**src/rtl/axis_step_dir_driver.sv**
```systemverilog
// ---------------------------------------------------------------------------
// axis_step_dir_driver
//
// Purpose:
//   Converts the seeker's CW/CCW step requests into STEP/DIR pin activity for
//   an external stepper driver. The design guarantees DIR setup, STEP high and
//   STEP low times. Requests arriving faster than the driver can emit them
//   are held in a signed pending counter, which saturates at
//   +/-(2^(PENDING_W-1)-1).
//
// Ports:
//   i_clk          system clock, rising edge
//   i_rst_n        asynchronous active-low reset, clears all state
//   i_enable       1 = accept and emit steps, 0 = flush pending, start nothing
//   i_cw           seeker CW request, each rising level = +1 step
//   i_ccw          seeker CCW request, each rising level = -1 step
//   i_clear_flags  one-cycle pulse, clears o_overflow and o_conflict
//   o_step         STEP pin
//   o_dir          DIR pin (1 = CW, 0 = CCW)
//   o_busy         pending != 0 or a step sequence in progress
//   o_position     wrapping odometer of emitted steps (+1 CW, -1 CCW)
//   o_overflow     sticky: a request was dropped because pending saturated
//   o_conflict     sticky: CW and CCW rose in the same cycle
// ---------------------------------------------------------------------------
module axis_step_dir_driver #(
    parameter int DIR_SETUP_CYC  = 4,
    parameter int PULSE_HIGH_CYC = 3,
    parameter int PULSE_LOW_CYC  = 3,
    parameter int PENDING_W      = 8,
    parameter int POS_W          = 19
) (
    input  logic             i_clk,
    input  logic             i_rst_n,
    input  logic             i_enable,
    input  logic             i_cw,
    input  logic             i_ccw,
    input  logic             i_clear_flags,
    output logic             o_step,
    output logic             o_dir,
    output logic             o_busy,
    output logic [POS_W-1:0] o_position,
    output logic             o_overflow,
    output logic             o_conflict
);

    localparam int MAX_A   = (DIR_SETUP_CYC > PULSE_HIGH_CYC) ? DIR_SETUP_CYC : PULSE_HIGH_CYC;
    localparam int MAX_CYC = (MAX_A > PULSE_LOW_CYC) ? MAX_A : PULSE_LOW_CYC;
    localparam int CNT_W   = $clog2(MAX_CYC) + 1;

    localparam logic [CNT_W-1:0] C_DIR  = CNT_W'(DIR_SETUP_CYC - 1);
    localparam logic [CNT_W-1:0] C_HIGH = CNT_W'(PULSE_HIGH_CYC - 1);
    localparam logic [CNT_W-1:0] C_LOW  = CNT_W'(PULSE_LOW_CYC - 1);

    // Pending arithmetic is done one bit wider so saturation can be detected.
    localparam logic signed [PENDING_W:0] P_ONE = {{PENDING_W{1'b0}}, 1'b1};
    localparam logic signed [PENDING_W:0] P_MAX = {2'b00, {(PENDING_W-1){1'b1}}};
    localparam logic signed [PENDING_W:0] P_MIN = -P_MAX;
    localparam logic [POS_W-1:0]          POS_ONE = {{(POS_W-1){1'b0}}, 1'b1};

    typedef enum logic [1:0] {
        S_IDLE,
        S_DIR_SETUP,
        S_PULSE_HIGH,
        S_PULSE_LOW
    } state_t;

    state_t                 r_state, w_state_next;
    logic [CNT_W-1:0]       r_cnt, w_cnt_next;
    logic                   r_step, w_step_next;
    logic                   r_dir, w_dir_next;
    logic [1:0]             r_in_q;
    logic signed [PENDING_W-1:0] r_pending, w_pending_next;
    logic [POS_W-1:0]       r_pos;
    logic                   r_ovf, r_cnf;

    logic [1:0]             w_in;
    logic [1:0]             w_rise;
    logic                   w_consume;
    logic                   w_need_cw;
    logic                   w_pend_nz;
    logic                   w_ovf_set;
    logic                   w_cnf_set;
    logic signed [PENDING_W:0] w_pend_ext, w_req, w_cons, w_base, w_sum;

    // Bit 0 = CW, bit 1 = CCW. Rises are masked while disabled.
    assign w_in = {i_ccw, i_cw};

    genvar gi;
    generate
        for (gi = 0; gi < 2; gi++) begin : g_edge
            assign w_rise[gi] = i_enable & w_in[gi] & ~r_in_q[gi];
        end
    endgenerate

    assign w_cnf_set = &w_rise;
    assign w_need_cw = ~r_pending[PENDING_W-1];
    assign w_pend_nz = |r_pending;

    // Step sequencer
    always_comb begin
        w_state_next = r_state;
        w_cnt_next   = r_cnt;
        w_step_next  = r_step;
        w_dir_next   = r_dir;
        w_consume    = 1'b0;
        case (r_state)
            S_IDLE: begin
                if (i_enable && w_pend_nz) begin
                    if (w_need_cw != r_dir) begin
                        w_dir_next   = w_need_cw;
                        w_state_next = S_DIR_SETUP;
                        w_cnt_next   = C_DIR;
                    end else begin
                        w_state_next = S_PULSE_HIGH;
                        w_cnt_next   = C_HIGH;
                        w_step_next  = 1'b1;
                        w_consume    = 1'b1;
                    end
                end
            end
            S_DIR_SETUP: begin
                if (r_cnt == '0) begin
                    // Re-check at expiry: enable may have dropped or pending
                    // may have been cancelled while DIR was settling.
                    if (i_enable && w_pend_nz && (w_need_cw == r_dir)) begin
                        w_state_next = S_PULSE_HIGH;
                        w_cnt_next   = C_HIGH;
                        w_step_next  = 1'b1;
                        w_consume    = 1'b1;
                    end else begin
                        w_state_next = S_IDLE;
                    end
                end else begin
                    w_cnt_next = r_cnt - 1'b1;
                end
            end
            S_PULSE_HIGH: begin
                if (r_cnt == '0) begin
                    w_state_next = S_PULSE_LOW;
                    w_cnt_next   = C_LOW;
                    w_step_next  = 1'b0;
                end else begin
                    w_cnt_next = r_cnt - 1'b1;
                end
            end
            S_PULSE_LOW: begin
                if (r_cnt == '0) begin
                    w_state_next = S_IDLE;
                end else begin
                    w_cnt_next = r_cnt - 1'b1;
                end
            end
            default: w_state_next = S_IDLE;
        endcase
    end

    // Pending counter: input request plus consume. A request that would push
    // the count past the limit is dropped, but the consume still applies.
    always_comb begin
        w_req = '0;
        if (w_rise == 2'b01) begin
            w_req = P_ONE;
        end else if (w_rise == 2'b10) begin
            w_req = -P_ONE;
        end
        w_cons = '0;
        if (w_consume) begin
            w_cons = r_dir ? -P_ONE : P_ONE;
        end
        w_pend_ext     = {r_pending[PENDING_W-1], r_pending};
        w_base         = w_pend_ext + w_cons;
        w_sum          = w_base + w_req;
        w_ovf_set      = 1'b0;
        w_pending_next = w_sum[PENDING_W-1:0];
        if ((w_sum > P_MAX) || (w_sum < P_MIN)) begin
            w_ovf_set      = 1'b1;
            w_pending_next = w_base[PENDING_W-1:0];
        end
        if ((r_state == S_IDLE) && !i_enable) begin
            w_pending_next = '0;
        end
    end

    always_ff @(posedge i_clk or negedge i_rst_n) begin
        if (!i_rst_n) begin
            r_state   <= S_IDLE;
            r_cnt     <= '0;
            r_step    <= 1'b0;
            r_dir     <= 1'b1;
            r_in_q    <= '0;
            r_pending <= '0;
            r_pos     <= '0;
            r_ovf     <= 1'b0;
            r_cnf     <= 1'b0;
        end else begin
            r_state   <= w_state_next;
            r_cnt     <= w_cnt_next;
            r_step    <= w_step_next;
            r_dir     <= w_dir_next;
            r_in_q    <= w_in;
            r_pending <= w_pending_next;
            if (w_consume) begin
                r_pos <= r_dir ? (r_pos + POS_ONE) : (r_pos - POS_ONE);
            end
            // A new flag event wins over a simultaneous clear.
            r_ovf <= w_ovf_set | (r_ovf & ~i_clear_flags);
            r_cnf <= w_cnf_set | (r_cnf & ~i_clear_flags);
        end
    end

    assign o_step     = r_step;
    assign o_dir      = r_dir;
    assign o_busy     = w_pend_nz | (r_state != S_IDLE);
    assign o_position = r_pos;
    assign o_overflow = r_ovf;
    assign o_conflict = r_cnf;

endmodule

```
**config.mk**
```make
export PLATFORM = sky130hd
export DESIGN_NAME = axis_step_dir_driver
export DESIGN_NICKNAME = d
export VERILOG_FILES = /design/src/rtl/axis_step_dir_driver.sv
export SDC_FILE = /design/constraint.sdc
export NUM_CORES = 1
export LEC_CHECK = 0
export ABC_AREA = 1
export CORE_MARGIN = 2
export CORE_UTILIZATION = 59
export DETAILED_ROUTE_END_ITERATION = 6
export PLACE_DENSITY = 0.77
export RECOVER_POWER = 25
export SLEW_MARGIN = 10
export SYNTH_ARGS = -nofsm -noshare
export SYNTH_HDL_FRONTEND = slang
export SYNTH_SLANG_ARGS = --single-unit
```
**constraint.sdc**
```tcl
create_clock -name i_clk -period 9.22 [get_ports i_clk]
set_input_delay 1.844 -clock i_clk [delete_from_list [all_inputs] [get_ports i_clk]]
set_output_delay 1.844 -clock i_clk [all_outputs]
set_load 0.01 [all_outputs]
```
# Word-level counts from Yosys, hierarchy flattened

Index checks and enable logic that the tools add are counted.

Multiplexer cells: 33
Magnitude comparators: 2
Bitwise operators: 13
Reductions and logical operators: 15
Equal/unequal tests: 15
Add/sub/neg operators: 5

Operators by type and width:

| cell                                                                             | number |
|---|---|
| 9-bit two-way mux                                                                | 4 |
| 19-bit by 1-bit adder with 19-bit output (second input constant)                 | 1 |
| 19-bit two-way mux                                                               | 1 |
| 19-bit by 1-bit subtractor with 19-bit output (second input constant)            | 1 |
| 8-bit two-way mux                                                                | 2 |
| 3-bit two-way mux                                                                | 5 |
| 2-bit inequality test (second input constant)                                    | 7 |
| 2-bit two-way mux                                                                | 6 |
| 3-bit case mux with 4 select lines                                               | 1 |
| 1-bit two-way mux                                                                | 11 |
| 8-bit by 9-bit adder with 9-bit output                                           | 1 |
| 9-bit adder                                                                      | 1 |
| 9-bit by 8-bit greater-than comparator with 1-bit output (second input constant) | 1 |
| 9-bit by 8-bit less-than comparator with 1-bit output (second input constant)    | 1 |
| 2-bit case mux with 4 select lines                                               | 1 |
| 8-bit OR reduction                                                               | 1 |
| 1-bit AND                                                                        | 6 |
| 2-bit equality test (second input constant)                                      | 3 |
| 3-bit AND reduction                                                              | 2 |
| 6-bit AND reduction                                                              | 1 |
| 2-bit by 1-bit equality test with 1-bit output (second input constant)           | 2 |
| 1-bit inverter                                                                   | 4 |
| 4-bit AND reduction                                                              | 1 |
| 1-bit logical AND                                                                | 3 |
| 14 further kinds                                                                 | 16 |

Output and inout bits: 24
Bits in registers: 38
Logic and storage cells: 92

# Depth between registers and ports, before layout

Word-level depth: 13
Mapped depth: 33
Mapped depth without buffers: 33

# Worst setup path after synthesis

OpenSTA, ideal clock, no wires.

Path kind: input to register
Start: input i_enable
End: register r_pending[7]
Data required time: 9107 ps
Stages on the path: 27
Arrival time: 4469 ps
Slack: 4638 ps
Library setup time: 113 ps
Cells stage by stage: inv_1 nor2_4 nand3_2 nor2_4 ha_1 nand3_1 nand2_1 inv_1 nand2_2 nand2_1 nand3_1 nand2_1 inv_1 ha_1 nand2_1 o21ai_0 a21oi_1 nand3b_1 nand2_1 inv_1 nand3_2 nand2_4 nand2_2 nand2_4 nand2_1 nand2_1 inv_1

Longest elaborated chain between the ends: 12
Elaborated cells on any way between the ends: 24

Ends and longest elaborated chain:

| item                                                                                                                                     | line     | RTL |
|---|---|---|
| start: declaration                                                                                                                       | 34       | `input logic i_enable,` |
| 1-bit logical AND                                                                                                                        | 108, 125 |  |
| 1-bit logical AND                                                                                                                        | 125      | `if (i_enable && w_pend_nz && (w_need_cw == r_dir)) begin` |
| 1-bit two-way mux                                                                                                                        | 125      |  |
| 1-bit two-way mux                                                                                                                        | 122      | `if (r_cnt == '0) begin` |
| 1-bit case mux with 2 select lines                                                                                                       | 106      | `case (r_state)` |
| 9-bit two-way mux                                                                                                                        | 167      | `if (w_consume) begin` |
| 8-bit by 9-bit adder with 9-bit output                                                                                                   | 171      | `w_base = w_pend_ext + w_cons;` |
| 9-bit adder                                                                                                                              | 172      | `w_sum = w_base + w_req;` |
| 9-bit by 8-bit greater-than comparator with 1-bit output / 9-bit by 8-bit less-than comparator with 1-bit output (equally long branches) | 175      | `if ((w_sum > P_MAX) \|\| (w_sum < P_MIN)) begin` |
| 1-bit logical OR                                                                                                                         | 175      |  |
| 8-bit two-way mux                                                                                                                        | 175      |  |
| 8-bit two-way mux *                                                                                                                      | 179      | `if ((r_state == S_IDLE) && !i_enable) begin` |
| net w_pending_next[7]                                                                                                                    | 72       | `logic signed [PENDING_W-1:0] r_pending, w_pending_next;` |
| end signal: assignment                                                                                                                   | 201      | `r_pending <= w_pending_next;` |
| end: declaration                                                                                                                         | 72       |  |

The timed path passes the listed nets; every way through them passes the cells marked *.
A chain may end at the register's enable or synchronous reset.

# Worst setup path after layout

Start: input i_enable
End: register r_pending[4]

Same word-level chain as after synthesis.

==> flow_summary.yaml <==
layout:
  nNetsFinal: 584
  final_layout_size_suffix_gt1_share_pct: 6.12
  final_common_cell: "nand2_1"
  antenna-diode-count: 0
  synthToLayoutAreaGrowth_pct: 13.8
  final_cell_mix: "nand2_1 (119), inv_1 (76), a21oi_1 (40)"
timing:
  max_freq_ghz: 0.168
  maxSlewHeadroom_pct: -37.1
  fin_setup_tns_ns: 0
  finalHoldViolations: 0
  min_period_over_period_pct: 64.5
  final_max_slew_viol_count: 39
  finalClockSkew_ns: 0.00859
  setup-violations-final: 0
  whs_ns: 0.474
  min_period_ns: 5.95
  tightest_slew_ns: 2.06
  rsz0062_at_grt: "false"
floorplan:
  fp.dieH_microns: 81.7
  dieArea_sq_mm: 0.00668
  num_io_pins: 30
  initial_core_util_pct: 60.5
  die_w_microns: 81.7
  num_rows: 28
  core_area_sq_mm: 0.00589
drt:
  vias: 3302
  wirelength_microns: 7960
  drc: 0
  wire_per_inst_microns: 13.0
  drt_first_pass_iters: 4
  ant_nets: 0
  viasPerCell: 5.38
  drt-initial-drc-count: 92
status:
  status: "complete, but fails checks"
  violations: "capacitance limit, slew limit"
critical_path:
  startpoint_type: "primary input"
  critPathKind: "in2reg"
  cp-end-kind: "flip-flop"
  startpoint: "i_enable"
  reg2reg_to: "r_pending[4]"
  path_max_fanout: 32
  rr_worst_depth: 24
  worstPathArrival_ns: 6.14
  setup.worst_path.end: "r_pending[4]"
  rr_startpoint: "r_state[0]"
  rrSetupSlack_ns: 4.59
  required_ns: 9.41
yosys:
  syn_nets: 553
  yosys_warnings: 0
  synth.distinct_cells: 40
  ys_seq_area_share_pct: 26.7
  syn_inst: 507
  synthesis.area_sq_mm: 0.00356
  synth.avg_cell_area_sq_um: 7.03
  synth-seq-cells: 38
  synth.area.top_cells: "dfrtp_1 (26%), ha_1 (13%), nand2_1 (13%)"
  synth.largest_area_cell: "dfrtp_1"
  synth_top_area_share_pct: 26.0
placement:
  gp_congestion: 0.931
  dp_hpwl_microns: 6250
  port_buffers: 29
clock_network:
  cts.sinks: 38
  cts_made_buffers: 5
  clkTransAtPathRegs_ns: 0.08
  clk_latency_ns: 0.30
  cts_htree_levels: 2
  cts_max_path_buffers: 2
  cts_hold_buf: 0
  cts_tree: "done"
  cts_setup_buffers: 0
  postCtsResizedCells: 0
  cts-root-buf: "clkbuf_8"
global_routing:
  grt_pass1_wl_microns: 13400
  grt_start_max_net_pins: 39
  antenna_found_initial: 0
  grt_pass1_vias: 3111
  overflow: 0
  grt_usage_pct: 25.4
run:
  drv_cap: 1
hold_path:
  hold_path_class: "reg2reg"
## worst min-delay path by stage
stage / from / endpoint / slack (ns) / cells past startpoint
6_report: o_position[18] / o_position[18] / 0.47 / 1
5_1_grt: o_position[18] / o_position[18] / 0.49 / 1
4_1_cts: o_position[18] / o_position[18] / 0.48 / 1
3_5_place_dp: o_position[18] / o_position[18] / 0.46 / 1
3_3_place_gp: o_position[18] / o_position[18] / 0.47 / 1
2_1_floorplan: r_cnt[1] / r_cnt[1] / 0.51 / 2
## area by class of cell
type / instances / area [sq um]
inverters: 77 / 289
multi-input cells: 387 / 2300
fillers: 510 / 1830
clock inverters: 3 / 68.8
flip-flops and latches: 38 / 952
repair buffers: 29 / 284
well taps: 75 / 93.8
clock buffers: 5 / 68.8
## worst max-delay path, cell delays in order
cell	delay (ns)
clkdlybuf4s50_1	0.60
inv_1	0.11
nor2_4	0.18
nand3_2	0.52
nor2_4	0.34
ha_1	0.32
inv_1	0.08
nand3_1	0.07
nand2_1	0.12
inv_1	0.06
ha_1	0.37
nand2_1	0.07
o21ai_0	0.39
a21oi_1	0.14
nand3b_1	0.18
nand2_1	0.11
inv_1	0.06
nand3_2	0.12
nand2_4	0.08
nand2_2	0.09
nand2_4	0.08
nor2_1	0.14
nor2_1	0.06
## synthesized netlist by cell type (all sizes together)
master  number
buf          2
o221ai       2
fa           2
inv         77
o21ai       39
nor2        42
nand2      127
xor2        10
xnor2        8
a31oi        2
o21bai       1
o22a         1
nand3       45
o211ai       4
a21o         2
o21a         1
and3         1
nand3b       2
o31ai        2
clkbuf       3
nor3         5
dfstp        1
or2          2
ha          38
nor3b        1
nand4        7
and2         1
dfrtp       37
a21oi       42
## sequential cells by signal, indices dropped and copies added, names as in the netlist
register / count
o_overflow: 1
o_dir: 1
r_state: 2
r_in_q: 2
o_position: 19
o_conflict: 1
r_pending: 8
r_cnt: 3
o_step: 1
## per-layer routing
metal / routed length, microns / vias up / global-route usage (%) / share of wire [%]
li1: - / 1726 / - / -
met1: 3590 / 1513 / 30.6 / 45
met2: 4100 / 52 / 47.8 / 51
met3: 173 / 11 / 3.52 / 2.2
met4: 95 / 0 / 5.50 / 1.2
met5: 0 / - / 0 / 0
## kinds of logic (layout without fill, tap and decap cells)
group / after synthesis / in the layout / share of synthesized area [%]
simple gates: 233 / 233 / 30.3
compound gates: 96 / 96 / 14.8
buf+inv: 82 / 114 / 8.74
fa+ha+maj: 40 / 40 / 14.5
flops: 38 / 38 / 26.7
xor+xnor: 18 / 18 / 4.95
## through the flow
stage	utilization [%]	instances	setup slack, ns	cell area, sq um
2_1_floorplan	-	507	4.64	3560
3_3_place_gp	66.6	606	3.03	3920
3_5_place_dp	66.6	606	2.95	3920
4_1_cts	68.9	614	3.25	4060
5_1_grt	68.9	614	2.83	4060
6_report	68.9	614	3.27	4060
Power is not shown: default switching activity piles up to over one toggle a cycle in this logic, so the estimate is an artifact.
